[src/rtl/ps2_host_tx.sv]
`default_nettype none
// ============================================================================
// Module      : ps2_host_tx
// Description : PS/2 host-to-device command transmitter (inhibit, request-to-
//               send, device-clocked data, ACK check) with open-drain enables.
// Revision    : 1.0 - initial release
// ============================================================================
module ps2_host_tx #(
    parameter int INHIBIT_CYCLES = 2500,
    parameter int TIMEOUT_CYCLES = 375000,
    parameter int FILTER_LEN     = 8
) (
    input  logic       VGA_clk,
    input  logic       reset,
    input  logic       send_req,
    input  logic [7:0] send_data,
    output logic       busy,
    output logic       done,
    output logic       ack_error,
    output logic       timeout,
    input  logic       kb_clk,
    input  logic       data,
    output logic       kb_clk_drive_low,
    output logic       data_drive_low
);

    localparam int c_INH_W = $clog2(INHIBIT_CYCLES + 1);
    localparam int c_TO_W  = $clog2(TIMEOUT_CYCLES + 1);
    localparam logic [c_INH_W-1:0] c_INH_LAST = c_INH_W'(INHIBIT_CYCLES - 1);
    localparam logic [c_TO_W-1:0]  c_TO_LAST  = c_TO_W'(TIMEOUT_CYCLES - 1);

    localparam logic [2:0] c_IDLE      = 3'd0;
    localparam logic [2:0] c_INHIBIT   = 3'd1;
    localparam logic [2:0] c_RTS       = 3'd2;
    localparam logic [2:0] c_SEND      = 3'd3;
    localparam logic [2:0] c_ACK       = 3'd4;
    localparam logic [2:0] c_WAIT_IDLE = 3'd5;

    logic                  r_clk_s1, r_clk_s2, r_dat_s1, r_dat_s2;
    logic [FILTER_LEN-1:0] r_filt;
    logic                  r_clk_f, r_fall;

    logic [2:0]         r_state, w_state_nxt;
    logic [c_INH_W-1:0] r_inh_cnt, w_inh_cnt_nxt;
    logic [c_TO_W-1:0]  r_to_cnt, w_to_cnt_nxt;
    logic [3:0]         r_idx, w_idx_nxt;
    logic [7:0]         r_byte, w_byte_nxt;
    logic               r_par, w_par_nxt;
    logic               r_ack, w_ack_nxt;
    logic               r_clk_drv, w_clk_drv_nxt;
    logic               r_dat_drv, w_dat_drv_nxt;
    logic               r_done, w_done_nxt;
    logic               r_ackerr, w_ackerr_nxt;
    logic               r_to, w_to_nxt;
    logic               w_to_hit;

    // Line conditioning: lines idle high, so every stage resets to 1.
    always_ff @(posedge VGA_clk or posedge reset) begin
        if (reset) begin
            r_clk_s1 <= 1'b1;
            r_clk_s2 <= 1'b1;
            r_dat_s1 <= 1'b1;
            r_dat_s2 <= 1'b1;
            r_filt   <= '1;
            r_clk_f  <= 1'b1;
            r_fall   <= 1'b0;
        end else begin
            r_clk_s1 <= kb_clk;
            r_clk_s2 <= r_clk_s1;
            r_dat_s1 <= data;
            r_dat_s2 <= r_dat_s1;
            r_filt   <= {r_filt[FILTER_LEN-2:0], r_clk_s2};
            if (&r_filt) begin
                r_clk_f <= 1'b1;
            end else if (~|r_filt) begin
                r_clk_f <= 1'b0;
            end
            r_fall   <= r_clk_f & ~|r_filt;
        end
    end

    assign w_to_hit = (r_to_cnt == c_TO_LAST);

    always_ff @(posedge VGA_clk or posedge reset) begin
        if (reset) begin
            r_state <= c_IDLE;
        end else begin
            r_state <= w_state_nxt;
        end
    end

    always_comb begin
        w_state_nxt = r_state;
        case (r_state)
            c_IDLE:      if (send_req) w_state_nxt = c_INHIBIT;
            c_INHIBIT:   if (r_inh_cnt == c_INH_LAST) w_state_nxt = c_RTS;
            c_RTS:       w_state_nxt = c_SEND;
            c_SEND: begin
                if (w_to_hit)                           w_state_nxt = c_IDLE;
                else if (r_fall && r_idx == 4'd9)       w_state_nxt = c_ACK;
            end
            c_ACK: begin
                if (w_to_hit)                           w_state_nxt = c_IDLE;
                else if (r_fall)                        w_state_nxt = c_WAIT_IDLE;
            end
            c_WAIT_IDLE: begin
                if (w_to_hit || (r_clk_f && r_dat_s2))  w_state_nxt = c_IDLE;
            end
            default:     w_state_nxt = c_IDLE;
        endcase
    end

    // Timeout is checked ahead of fall so it wins when both land together.
    always_comb begin
        w_inh_cnt_nxt = r_inh_cnt;
        w_to_cnt_nxt  = r_to_cnt;
        w_idx_nxt     = r_idx;
        w_byte_nxt    = r_byte;
        w_par_nxt     = r_par;
        w_ack_nxt     = r_ack;
        w_clk_drv_nxt = r_clk_drv;
        w_dat_drv_nxt = r_dat_drv;
        w_done_nxt    = 1'b0;
        w_ackerr_nxt  = 1'b0;
        w_to_nxt      = 1'b0;
        case (r_state)
            c_IDLE: begin
                w_clk_drv_nxt = 1'b0;
                w_dat_drv_nxt = 1'b0;
                if (send_req) begin
                    w_byte_nxt    = send_data;
                    w_par_nxt     = ~^send_data;
                    w_inh_cnt_nxt = '0;
                    w_clk_drv_nxt = 1'b1;
                end
            end
            c_INHIBIT: begin
                w_inh_cnt_nxt = r_inh_cnt + 1'b1;
                if (r_inh_cnt == c_INH_LAST) w_dat_drv_nxt = 1'b1;
            end
            c_RTS: begin
                w_clk_drv_nxt = 1'b0;
                w_idx_nxt     = '0;
                w_to_cnt_nxt  = '0;
            end
            c_SEND, c_ACK, c_WAIT_IDLE: begin
                w_to_cnt_nxt = r_to_cnt + 1'b1;
                if (w_to_hit) begin
                    w_clk_drv_nxt = 1'b0;
                    w_dat_drv_nxt = 1'b0;
                    w_to_nxt      = 1'b1;
                end else begin
                    if (r_fall) w_to_cnt_nxt = '0;
                    if (r_state == c_SEND && r_fall) begin
                        w_idx_nxt = r_idx + 1'b1;
                        if (r_idx < 4'd8)       w_dat_drv_nxt = ~r_byte[r_idx[2:0]];
                        else if (r_idx == 4'd8) w_dat_drv_nxt = ~r_par;
                        else                    w_dat_drv_nxt = 1'b0;
                    end
                    if (r_state == c_ACK && r_fall) w_ack_nxt = r_dat_s2;
                    if (r_state == c_WAIT_IDLE && r_clk_f && r_dat_s2) begin
                        w_done_nxt   = ~r_ack;
                        w_ackerr_nxt = r_ack;
                    end
                end
            end
            default: begin
                w_clk_drv_nxt = 1'b0;
                w_dat_drv_nxt = 1'b0;
            end
        endcase
    end

    always_ff @(posedge VGA_clk or posedge reset) begin
        if (reset) begin
            r_inh_cnt <= '0;
            r_to_cnt  <= '0;
            r_idx     <= '0;
            r_byte    <= '0;
            r_par     <= 1'b0;
            r_ack     <= 1'b0;
            r_clk_drv <= 1'b0;
            r_dat_drv <= 1'b0;
            r_done    <= 1'b0;
            r_ackerr  <= 1'b0;
            r_to      <= 1'b0;
        end else begin
            r_inh_cnt <= w_inh_cnt_nxt;
            r_to_cnt  <= w_to_cnt_nxt;
            r_idx     <= w_idx_nxt;
            r_byte    <= w_byte_nxt;
            r_par     <= w_par_nxt;
            r_ack     <= w_ack_nxt;
            r_clk_drv <= w_clk_drv_nxt;
            r_dat_drv <= w_dat_drv_nxt;
            r_done    <= w_done_nxt;
            r_ackerr  <= w_ackerr_nxt;
            r_to      <= w_to_nxt;
        end
    end

    assign busy             = (r_state != c_IDLE);
    assign done             = r_done;
    assign ack_error        = r_ackerr;
    assign timeout          = r_to;
    assign kb_clk_drive_low = r_clk_drv;
    assign data_drive_low   = r_dat_drv;

endmodule
`default_nettype wire

[config.mk]
export PLATFORM = sky130hd
export DESIGN_NAME = ps2_host_tx
export DESIGN_NICKNAME = d
export VERILOG_FILES = /design/src/rtl/ps2_host_tx.sv
export SDC_FILE = /design/constraint.sdc
export NUM_CORES = 1
export LEC_CHECK = 0
export CAP_MARGIN = 20
export CORE_ASPECT_RATIO = 1.1
export CORE_MARGIN = 10
export CORE_UTILIZATION = 63
export CTS_CLUSTER_SIZE = 24
export DETAILED_ROUTE_END_ITERATION = 10
export PLACE_DENSITY = 0.83
export SYNTH_ARGS = -nofsm -noshare
export SYNTH_HDL_FRONTEND = slang
export SYNTH_SLANG_ARGS = --single-unit
[constraint.sdc]
create_clock -name VGA_clk -period 7.2 [get_ports VGA_clk]
set_clock_uncertainty 0.05 [all_clocks]
set_input_delay 1.44 -clock VGA_clk [delete_from_list [all_inputs] [get_ports VGA_clk]]
set_output_delay 1.44 -clock VGA_clk [all_outputs]
set_load 0.02 [all_outputs]
==> flow_summary.rst, run 1 <==
.. list-table::
   :header-rows: 1

   * - Metric
     - Value
   * - Filler Cells Inserted
     - 404
   * - Status
     - finished clean
   * - Instance count after placement with tap cells included
     - 439
   * - Met2 GRT Util
     - 25.0%
   * - First-pass GRT wire length
     - 12500 µm
   * - Post-synthesis average cell area
     - 9.58 µm²
   * - Detailed Route WL
     - 7180 µm
   * - P_int
     - 663 µW
   * - Headroom to the max-slew limit
     - 45.7%
   * - Crit path max-delay family
     - flip-flops
   * - Detail Placement HPWL
     - 4820 µm
   * - Critical Path Sink Type
     - output pin
   * - Number of unique standard cell types used by synthesis
     - 54
   * - CTS tree
     - built
   * - DRT Pass-1 Iters
     - 5
   * - Clock-pin slew reported for the worst setup and hold paths after clock tree synthesis
     - 0.07 ns
   * - GR Util met3
     - 3.75%
   * - Dominant register cell in the synthesized netlist
     - sky130_fd_sc_hd__dfrtp_1
   * - Post-synthesis instance total
     - 364
   * - Slew Limit Fails
     - 0
   * - Number of buffers created by CTS
     - 9
   * - Overall power
     - 938 µW
   * - Flop pwr share
     - 52.8%
   * - Floorplan die width
     - 90.9 µm
   * - Global Route met1 Usage
     - 21.7%
   * - Proportion of synthesized chip area in sequential cells
     - 48.6%
   * - RSZ-0062 raised after global routing
     - false
   * - Post-route ant nets
     - 0
   * - Peak fanout along the critical path
     - 27
   * - Arr. time, crit path
     - 2.07 ns
   * - Endpoints failing hold
     - 0
   * - Clock Tree Buf Depth
     - 2
   * - Bufs and invs on worst path
     - 2
   * - Final routed DRC violation total
     - 0
   * - Share of cells above drive strength 1
     - 12.1%
   * - Number of sinks driven by the clock tree
     - 67
   * - Static leakage
     - 1.55 nW
   * - Setup-violating endpoint count in the final report
     - 0
   * - Worst setup path class
     - reg -> out
   * - Die Y
     - 98.0 µm
   * - Root buffer selected by CTS
     - sky130_fd_sc_hd__clkbuf_8
   * - Starting DRT DRC Count
     - 229
   * - Total die area
     - 8910 µm²
   * - Critical Path Source Type
     - register
   * - Slowest-stage cell, CP
     - sky130_fd_sc_hd__dfrtp_1
   * - Syn Nets
     - 382
   * - Post-layout instance count excluding filler cells
     - 455
   * - Most frequent cells in the layout
     - sky130_fd_sc_hd__dfrtp_1, sky130_fd_sc_hd__nand2_1, sky130_fd_sc_hd__nand3_1
   * - Hold Path Class
     - reg -> reg
   * - Most frequent standard cell in the layout excluding fill and tap cells
     - sky130_fd_sc_hd__dfrtp_1
   * - Number of standard-cell rows in the floorplan
     - 28
   * - Power density over cell area
     - 243 nW/µm²
   * - Area of the mapped netlist
     - 3490 µm²
   * - GPL Wtd Cong
     - 0.793
   * - Antenna cells
     - 0
   * - Crit path cell chain
     - nor3_1 > inv_1 > clkdlybuf4s50_1
   * - Post-layout nets
     - 393
   * - All-Layer GR Usage
     - 16.6%
   * - Pin count of the biggest net entering global routing
     - 68
   * - Combinational group share of total power
     - 16.9%
   * - Ratio of routed vias to standard cells
     - 6.37
   * - Clock group share of total power
     - 30.2%
   * - Achievable frequency
     - 281 MHz
   * - Max-cap violations
     - 0
   * - Launch point of the worst hold path
     - r_clk_s1
   * - Part of the cycle the worst path needs
     - 49.4%
   * - Number of vias in the routed layout
     - 2899
   * - Number of buffers added to fix hold violations after cts
     - 0
   * - Total number of H-tree levels
     - 3
   * - Count of state elements after synthesis
     - 67
   * - Mean routed wirelength per cell
     - 15.8 µm
   * - CP Data Required Time
     - 5.71 ns
   * - # resized after CTS
     - 0
   * - GR peak layer
     - met2
   * - Async set-reset flop share out of synthesis
     - 100%
   * - Minimum setup slack in the final design
     - 3.64 ns
   * - Startpoint of the lowest-slack register-to-register path
     - r_state[0]
   * - Final setup TNS
     - 0 ns
   * - Initial antenna violation count
     - 0
   * - Syn. warnings
     - 0
   * - Transition time of the tightest slew-check pin
     - 0.814 ns
   * - Switching part of the total
     - 29.3%
   * - Ports
     - 19
   * - Final core utilization
     - 72.1%
   * - Number of enable flip-flop cells after synthesis
     - 0
   * - Initial Utilization
     - 65.0%
   * - Final worst path period need
     - 3.56 ns
   * - Number of global-route vias before repair
     - 2729
   * - Count of buffers inserted at the top-level ports
     - 18
   * - Pre-CTS worst setup slack
     - 4.02 ns
   * - Sw power
     - 275 µW
   * - Number of buffers inserted to repair setup after CTS
     - 0
   * - Largest stage delay on the critical path
     - 0.85 ns
   * - Worst ir drop on vdd
     - 0.195 mV
   * - Worst-Skew Late Latency
     - 0.35 ns
   * - Floorplan Core Area
     - 5360 µm²
   * - P&R area growth vs syn
     - 10.9%
   * - Overflow left after global routing
     - 0
   * - Setup crit start
     - r_state[0]
==> cells in the mapped netlist, types with 10 or more instances <==
library cell,instances,share of area [%]
sky130_fd_sc_hd__dfrtp_1,54,39
sky130_fd_sc_hd__a31oi_1,15,2.7
sky130_fd_sc_hd__a21oi_1,16,2.3
sky130_fd_sc_hd__o21ai_0,26,3.7
sky130_fd_sc_hd__nand4_1,10,1.8
sky130_fd_sc_hd__nor2_1,17,1.8
sky130_fd_sc_hd__dfstp_2,13,9.8
sky130_fd_sc_hd__nand3_1,28,4.0
sky130_fd_sc_hd__clkbuf_1,15,1.6
sky130_fd_sc_hd__inv_1,12,1.3
sky130_fd_sc_hd__nand2_1,39,4.2
==> power by group through the flow <==
| stage | registers, mW | clock network (mW) | logic [mW] |
|---|---|---|---|
| floorplan | 0.483 | 0 | 0.127 |
| global placement | 0.498 | 0 | 0.152 |
| detailed placement | 0.501 | 0 | 0.160 |
| CTS | 0.495 | 0.289 | 0.160 |
| global route | 0.505 | 0.307 | 0.181 |
| finish | 0.496 | 0.284 | 0.159 |
==> registers in the layout, indices dropped and copies added, names as in the netlist <==
name,count
r_to_cnt,19
r_inh_cnt,12
r_byte,8
r_filt,8
r_idx,4
r_state,3
ack_error,1
data_drive_low,1
done,1
kb_clk_drive_low,1
r_ack,1
r_clk_f,1
r_clk_s1,1
r_clk_s2,1
r_dat_s1,1
r_dat_s2,1
r_fall,1
r_par,1
timeout,1
==> path summary, 6_finish.rpt <==
kind / endpoint / slack [ns] / cells after the start
min in group asynchronous: r_to_cnt[8] / 1.60 / 3
min: r_clk_s2 / 0.31 / 0
max: busy / 3.64 / 3
max in group asynchronous: r_to_cnt[2] / 4.97 / 3
max reg2reg: r_to_cnt[8] / 4.36 / 5
min reg2reg: r_clk_s2 / 0.31 / 0
==> layer usage <==
metal / wire [µm] / vias up
met5: 0 / -
met4: 168 / 0
met3: 370 / 21
met2: 3320 / 87
met1: 3310 / 1420
li1: - / 1371
==> kinds of logic after synthesis <==
group,Yosys count,share of synthesized area (%)
XOR/XNOR,10,2.51
adder cells (fa/ha/maj),5,1.79
multiplexers,17,5.56
AND/OR/NAND/NOR,148,22.2
AO/OA/AOI/OAI,86,15.8
buffers and inverters,31,3.62
flip-flops,67,48.6
==> metrics by stage <==
stage | cell area (µm²) | hold WS (ns)
final | 3870 | 0.307
after global routing | 3870 | 0.311
after CTS | 3870 | 0.307
after detailed placement | 3690 | 0.297
after global placement | 3690 | 0.296
after floorplan | 3490 | 0.295
==> layout make-up <==
type	instances	area (µm²)	area share, %
clock inverters	4	25.0	0.647
flip-flops and latches	67	1690	43.8
clock buffers	12	155	4.01
multi-input cells	266	1670	43.1
inverters	12	45.0	1.17
well taps	75	93.8	2.43
repair buffers	19	188	4.85
No activity file was read; power rests on OpenSTA's default activity.
==> run 2, diff against run 1 <==
--- a/config.mk
+++ b/config.mk
@@ -8,10 +8,10 @@
 export CAP_MARGIN = 20
 export CORE_ASPECT_RATIO = 1.1
 export CORE_MARGIN = 10
-export CORE_UTILIZATION = 63
+export CORE_UTILIZATION = 60
 export CTS_CLUSTER_SIZE = 24
 export DETAILED_ROUTE_END_ITERATION = 10
-export PLACE_DENSITY = 0.83
+export PLACE_DENSITY = 0.8
 export SYNTH_ARGS = -nofsm -noshare
 export SYNTH_HDL_FRONTEND = slang
 export SYNTH_SLANG_ARGS = --single-unit
==> constraint.sdc (replaced) <==
create_clock -name VGA_clk -period 3.7 [get_ports VGA_clk]
set_clock_uncertainty 0.05 [all_clocks]
set_input_delay 0.74 -clock VGA_clk [delete_from_list [all_inputs] [get_ports VGA_clk]]
set_output_delay 0.74 -clock VGA_clk [all_outputs]
set_load 0.02 [all_outputs]
==> run 2 against run 1 <==
Utilization shrank 3.7 points. Sequential share of layout area fell by 0.38 points. Combinational power grew 100%. Register-to-register slack got worse by 3.2 ns. Cell count up 0.88%. Via count up 0.55%. Die area increased by 3.9%. Flip-flop and latch count did not move. Wire length grew 4.1%. Non-clock buffer count grew 2. Total power grew 99%. Largest cell class unchanged. Largest power group unchanged.
==> flow_summary.rst, run 2 (same netlist as run 1, synthesis figures left out) <==
.. list-table::
   :header-rows: 1

   * - Metric
     - Value
   * - Clock-pin slew reported for the worst setup and hold paths after clock tree synthesis
     - 0.07 ns (about the same)
   * - Share of cells above drive strength 1
     - 12.8% (was 12.1%)
   * - Final routed DRC violation total
     - 0 (unchanged)
   * - Number of buffers added to fix hold violations after cts
     - 0 (unchanged)
   * - Worst ir drop on vdd
     - 0.323 mV (was 0.195 mV)
   * - Ports
     - 19 (unchanged)
   * - Status
     - finished clean (unchanged)
   * - Final worst path period need
     - 2.75 ns
   * - Pin count of the biggest net entering global routing
     - 50 (was 68)
   * - Number of buffers created by CTS
     - 9 (unchanged)
   * - Worst Hold Margin
     - 0.315 ns (was 0.307 ns)
   * - Total number of H-tree levels
     - 3 (unchanged)
   * - GPL Wtd Cong
     - 0.837 (was 0.793)
   * - Sequential Area
     - 1690 µm² (unchanged)
   * - DRT Pass-1 Iters
     - 5 (unchanged)
   * - Max-cap violations
     - 0 (unchanged)
   * - Worst-Skew Late Latency
     - 0.35 ns (about the same)
   * - Initial Utilization
     - 61.2% (was 65.0%)
   * - Largest register by flop count
     - r_to_cnt (unchanged)
   * - Detailed Route WL
     - 7470 µm (was 7180 µm)
   * - Critical Path Sink Type
     - output pin (unchanged)
   * - CP Data Required Time
     - 2.91 ns (was 5.71 ns)
   * - Achievable frequency
     - 363 MHz
   * - Arr. time, crit path
     - 1.96 ns (was 2.07 ns)
   * - GR peak layer
     - met2 (unchanged)
   * - Transition time of the tightest slew-check pin
     - 0.962 ns (was 0.814 ns)
   * - Hold Path Class
     - reg -> reg (unchanged)
   * - GR Util met3
     - 4.10% (was 3.75%)
   * - Number of global-route vias before repair
     - 2783 (was 2729)
   * - P&R area growth vs syn
     - 11.9% (was 10.9%)
   * - Post-route ant nets
     - 0 (unchanged)
   * - Antenna cells
     - 0 (unchanged)
   * - First-pass GRT wire length
     - 13000 µm (was 12500 µm)
   * - Number of vias in the routed layout
     - 2915 (was 2899)
   * - Crit path cell chain
     - nor3_1 > inv_1 > clkdlybuf4s50_1 (unchanged)
   * - Setup-violating endpoint count in the final report
     - 0 (unchanged)
   * - Mean routed wirelength per cell
     - 16.3 µm (was 15.8 µm)
   * - CTS tree
     - built (unchanged)
   * - Part of the cycle the worst path needs
     - 74.4%
   * - Root buffer selected by CTS
     - sky130_fd_sc_hd__clkbuf_8 (unchanged)
   * - Filler Cells Inserted
     - 440 (was 404)
   * - Initial antenna violation count
     - 0 (unchanged)
   * - Starting DRT DRC Count
     - 204 (was 229)
   * - Die Y
     - 99.9 µm (was 98.0 µm)
   * - Count of buffers inserted at the top-level ports
     - 18 (unchanged)
   * - All-Layer GR Usage
     - 17.1% (was 16.6%)
   * - Number of sinks driven by the clock tree
     - 67 (unchanged)
   * - # resized after CTS
     - 0 (unchanged)
   * - Largest stage delay on the critical path
     - 0.57 ns (was 0.85 ns)
   * - Static leakage
     - 1.58 nW (was 1.55 nW)
   * - Final setup TNS
     - 0 ns (unchanged)
   * - Footprint of the multi-input gates
     - 1670 µm² (unchanged)
   * - Endpoints failing hold
     - 0 (unchanged)
   * - Number of buffers inserted to repair setup after CTS
     - 0 (unchanged)
   * - Ratio of routed vias to standard cells
     - 6.35 (was 6.37)
   * - Met2 GRT Util
     - 27.3% (was 25.0%)
   * - Detail Placement HPWL
     - 5230 µm (was 4820 µm)
   * - Power density over cell area
     - 480 nW/µm² (was 243 nW/µm²)
   * - Top Registers
     - r_to_cnt: 19 flops, r_inh_cnt: 12 flops (unchanged)
   * - Headroom to the max-slew limit
     - 35.8% (was 45.7%)
   * - Slowest-stage cell, CP
     - sky130_fd_sc_hd__dfrtp_1 (unchanged)
   * - Total die area
     - 9260 µm² (was 8910 µm²)
   * - Most frequent standard cell in the layout excluding fill and tap cells
     - sky130_fd_sc_hd__dfrtp_1 (unchanged)
   * - Overflow left after global routing
     - 0 (unchanged)
   * - Clock Tree Buf Depth
     - 2 (unchanged)
   * - Slew Limit Fails
     - 0 (unchanged)
   * - RSZ-0062 raised after global routing
     - false (unchanged)
   * - Number of standard-cell rows in the floorplan
     - 29 (was 28)
   * - Worst setup path class
     - reg -> out (unchanged)
   * - Most frequent cells in the layout
     - sky130_fd_sc_hd__dfrtp_1, sky130_fd_sc_hd__nand2_1, sky130_fd_sc_hd__nand3_1 (unchanged)
   * - Post-layout nets
     - 395 (was 393)
   * - Peak fanout along the critical path
     - 18 (was 27)
   * - Floorplan die width
     - 92.7 µm (was 90.9 µm)
   * - Critical Path Source Type
     - register (unchanged)
   * - Global Route met1 Usage
     - 21.0% (was 21.7%)
   * - Floorplan Core Area
     - 5700 µm² (was 5360 µm²)
   * - Max FFs per register
     - 19 (unchanged)
==> run 2: cell count changes in the layout (fill, tap and decap cells not counted), sizes merged <==
cell / previous run / this run
clkinvlp: 2 / 0
inv: 12 / 13
buf: 1 / 3
clkbuf: 12 / 11
clkinv: 2 / 4
==> run 2: metal layers <==
metal	share of wire, %	wire, µm
met1	42	3120
met2	51	3810
met4	2.1	158
met5	0	0
met3	5.2	386
==> run 2: worst paths after layout <==
check / slack, ns / to / cells after the start / start
worst max register to register: 1.15 / r_to_cnt[18] / 5 / r_state[1]
worst min-delay path: 0.31 / r_filt[0] / 0 / r_clk_s2
worst max-delay path: 0.95 / busy / 3 / r_state[1]
min in group asynchronous: 0.87 / r_to_cnt[17] / 2 / reset
worst min register to register: 0.31 / r_filt[0] / 0 / r_clk_s2
max in group asynchronous: 1.98 / r_byte[0] / 3 / reset
==> run 2: stage by stage <==
| step | util, % | cells | instance area, µm² | worst slack (ns) | power [mW] |
|---|---|---|---|---|---|
| after floorplan | - | 364 | 3490 | 1.25 | 1.19 |
| after global placement | 65.0 | 443 | 3700 | 1.28 | 1.27 |
| after global routing | 68.5 | 459 | 3900 | 0.786 | 1.98 |
| final | 68.5 | 459 | 3900 | 0.948 | 1.87 |
| after detailed placement | 65.0 | 443 | 3700 | 1.19 | 1.30 |
| after CTS | 68.5 | 459 | 3900 | 0.944 | 1.88 |
==> run 2: area by class of cell <==
cell class	instances	area share, %
timing repair buffer	21	5.20
clock buffer	11	4.17
tap	77	2.47
sequential	67	43.4
clock inverter	5	0.866
multi-input combinational	266	42.7
inverter	12	1.15
==> run 2: power by group <==
part | switching, mW | internal, mW | total [mW]
Sequential | 0.105 | 0.853 | 0.958
Clock | 0.287 | 0.302 | 0.590
Combinational | 0.159 | 0.164 | 0.323
Total | 0.552 | 1.32 | 1.87
==> run 2: worst max-delay path, delay by kind of cell (launching register included) <==
kind	cells	cell delay [ns]
buffers and inverters	2	0.65
DFF	1	0.57
and+or+nand+nor	1	0.39
==> run 3, diff against run 2 <==
--- a/config.mk
+++ b/config.mk
@@ -8,10 +8,10 @@
 export CAP_MARGIN = 20
 export CORE_ASPECT_RATIO = 1.1
 export CORE_MARGIN = 10
-export CORE_UTILIZATION = 60
+export CORE_UTILIZATION = 54
 export CTS_CLUSTER_SIZE = 24
 export DETAILED_ROUTE_END_ITERATION = 10
-export PLACE_DENSITY = 0.8
+export PLACE_DENSITY = 0.76
 export SYNTH_ARGS = -nofsm -noshare
 export SYNTH_HDL_FRONTEND = slang
 export SYNTH_SLANG_ARGS = --single-unit
==> constraint.sdc (replaced) <==
create_clock -name VGA_clk -period 2.3 [get_ports VGA_clk]
set_clock_uncertainty 0.05 [all_clocks]
set_input_delay 0.46 -clock VGA_clk [delete_from_list [all_inputs] [get_ports VGA_clk]]
set_output_delay 0.46 -clock VGA_clk [all_outputs]
set_load 0.02 [all_outputs]
==> run 3 against run 2 <==
Clock power rose by 73%. Hold slack lost 0.0063 ns. Combinational power up 68%. Critical path depth is 2 higher.
==> flow_summary.rst, run 3 (same netlist as run 1, synthesis figures left out) <==
.. list-table::
   :header-rows: 1

   * - Metric
     - Value
   * - Final routed DRC violation total
     - 0 (unchanged)
   * - Overflow left after global routing
     - 0 (unchanged)
   * - Detailed Route WL
     - 7770 µm (was 7470 µm)
   * - Peak fanout along the critical path
     - 3 (was 18)
   * - Number of buffers created by CTS
     - 9 (unchanged)
   * - Top Registers
     - r_to_cnt: 19 flops, r_inh_cnt: 12 flops (unchanged)
   * - Starting DRT DRC Count
     - 200 (was 204)
   * - Endpoints failing hold
     - 0 (unchanged)
   * - Transition time of the tightest slew-check pin
     - 0.596 ns (was 0.962 ns)
   * - Achievable frequency
     - 443 MHz
   * - Hold Path Class
     - reg -> reg (unchanged)
   * - Largest register by flop count
     - r_to_cnt (unchanged)
   * - Ratio of routed vias to standard cells
     - 6.13 (was 6.35)
   * - P&R area growth vs syn
     - 18.1% (was 11.9%)
   * - Final worst path period need
     - 2.26 ns
   * - Instance count after placement with tap cells included
     - 463 (was 443)
   * - Status
     - finished clean (unchanged)
   * - Clock-pin slew reported for the worst setup and hold paths after clock tree synthesis
     - 0.08 ns (was 0.07 ns)
   * - Arr. time, crit path
     - 2.45 ns (was 1.96 ns)
   * - CP Data Required Time
     - 2.49 ns (was 2.91 ns)
   * - Filler Cells Inserted
     - 487 (was 440)
   * - Max FFs per register
     - 19 (unchanged)
   * - GPL Wtd Cong
     - 0.842 (was 0.837)
   * - Share of cells above drive strength 1
     - 17.0% (was 12.8%)
   * - Antenna cells
     - 0 (unchanged)
   * - Sequential Area
     - 1690 µm² (unchanged)
   * - Post-layout nets
     - 412 (was 395)
   * - Post-route ant nets
     - 0 (unchanged)
   * - Mean routed wirelength per cell
     - 16.2 µm (was 16.3 µm)
   * - Floorplan Core Area
     - 6230 µm² (was 5700 µm²)
   * - Total die area
     - 10100 µm² (was 9260 µm²)
   * - Floorplan die width
     - 96.6 µm (was 92.7 µm)
   * - Count of buffers inserted at the top-level ports
     - 18 (unchanged)
   * - Post-layout instance count excluding filler cells
     - 479 (was 459)
   * - Number of vias in the routed layout
     - 2934 (was 2915)
   * - Overall power
     - 3.10 mW (was 1.87 mW)
   * - Ports
     - 19 (unchanged)
   * - Number of sinks driven by the clock tree
     - 67 (unchanged)
   * - Most frequent cells in the layout
     - sky130_fd_sc_hd__dfrtp_1, sky130_fd_sc_hd__nand2_1, sky130_fd_sc_hd__nand3_1 (unchanged)
   * - Footprint of the multi-input gates
     - 1700 µm² (was 1670 µm²)
   * - First-pass GRT wire length
     - 13400 µm (was 13000 µm)
   * - Critical Path Source Type
     - register (unchanged)
   * - Clock Tree Buf Depth
     - 2 (unchanged)
   * - Number of buffers added to fix hold violations after cts
     - 0 (unchanged)
   * - Die Y
     - 104 µm (was 99.9 µm)
   * - Number of standard-cell rows in the floorplan
     - 30 (was 29)
   * - Static leakage
     - 1.68 nW (was 1.58 nW)
   * - Pin count of the biggest net entering global routing
     - 26 (was 50)
   * - All-Layer GR Usage
     - 15.4% (was 17.1%)
   * - Setup-violating endpoint count in the final report
     - 0 (unchanged)
   * - Max-cap violations
     - 0 (unchanged)
   * - Part of the cycle the worst path needs
     - 98.2%
   * - Total number of H-tree levels
     - 3 (unchanged)
   * - Worst-Skew Late Latency
     - 0.35 ns (about the same)
   * - Power density over cell area
     - 753 nW/µm² (was 480 nW/µm²)
   * - Slew Limit Fails
     - 0 (unchanged)
   * - Critical Path Sink Type
     - register (was output pin)
   * - Initial Utilization
     - 55.9% (was 61.2%)
   * - Detail Placement HPWL
     - 5420 µm (was 5230 µm)
   * - Number of global-route vias before repair
     - 2829 (was 2783)
   * - DRT Pass-1 Iters
     - 4 (was 5)
   * - Initial antenna violation count
     - 0 (unchanged)
   * - Headroom to the max-slew limit
     - 60.1% (was 35.8%)
   * - CTS tree
     - built (unchanged)
   * - Most frequent standard cell in the layout excluding fill and tap cells
     - sky130_fd_sc_hd__dfrtp_1 (unchanged)
   * - Worst setup path class
     - reg -> reg (was reg -> out)
   * - Worst ir drop on vdd
     - 0.438 mV (was 0.323 mV)
   * - Root buffer selected by CTS
     - sky130_fd_sc_hd__clkbuf_8 (unchanged)
run 3: area by class of cell:
class / instances / area share, %
Multi-Input combinational cell: 266 / 41.2
Sequential cell: 67 / 41.1
Timing Repair Buffer: 38 / 8.91
Clock buffer: 11 / 4.22
Tap cell: 80 / 2.43
Inverter: 12 / 1.09
Clock inverter: 5 / 0.973
run 3: metal layers:
layer | track usage (%) | routed length [µm] | vias up
met3 | 4.19 | 423 | 12
met5 | 0 | 0 | -
met4 | 4.43 | 89 | 0
li1 | - | - | 1398
met2 | 25.6 | 3800 | 82
met1 | 18.9 | 3460 | 1442
run 3: worst paths after layout:
path / startpoint / cells past startpoint / endpoint / slack, ns
max reg2reg: r_to_cnt[10] / 5 / r_ack / 0.04
min reg2reg: r_clk_s2 / 0 / r_filt[0] / 0.31
min in group asynchronous: reset / 2 / r_to_cnt[18] / 0.40
min: r_clk_s2 / 0 / r_filt[0] / 0.31
max in group asynchronous: reset / 3 / r_clk_f / 1.25
max: r_to_cnt[10] / 5 / r_ack / 0.04
run 3: where the power goes:
part	leakage [nW]	internal [mW]	total [mW]	switching [mW]
sequential	0.844	1.37	1.54	0.164
clock	0.107	0.531	1.02	0.493
combinational	0.729	0.274	0.542	0.268
total	1.68	2.18	3.10	0.925
run 3: through the flow:
stage | utilization [%] | TNS (ns) | setup slack [ns] | hold WS, ns | instance area (µm²)
global placement | 62.1 | 0 | 0.149 | 0.296 | 3870
floorplan | - | 0 | 0.0188 | 0.295 | 3490
finish | 66.1 | 0 | 0.0417 | 0.308 | 4120
CTS | 65.6 | 0 | 0.0527 | 0.309 | 4090
global route | 66.1 | -0.0114 | -0.0114 | 0.312 | 4120
detailed placement | 62.1 | 0 | 0.0697 | 0.297 | 3870
run 3: critical path, cell delays in order (launching register included):
cell and delay (ns):
sky130_fd_sc_hd__dfrtp_1 0.38, sky130_fd_sc_hd__or4b_4 0.57, sky130_fd_sc_hd__or4_1 0.54, sky130_fd_sc_hd__o21ai_2 0.16, sky130_fd_sc_hd__or3_1 0.13, sky130_fd_sc_hd__mux2_2 0.32
run 3: what timing repair did:
| item | CTS | global route |
|---|---|---|
| hold endpoints to repair | 0 | 0 |
| endpoints found under the setup margin | 1 | 2 |
| setup buffers | 0 | 0 |
| resized for setup | 2 | 3 |
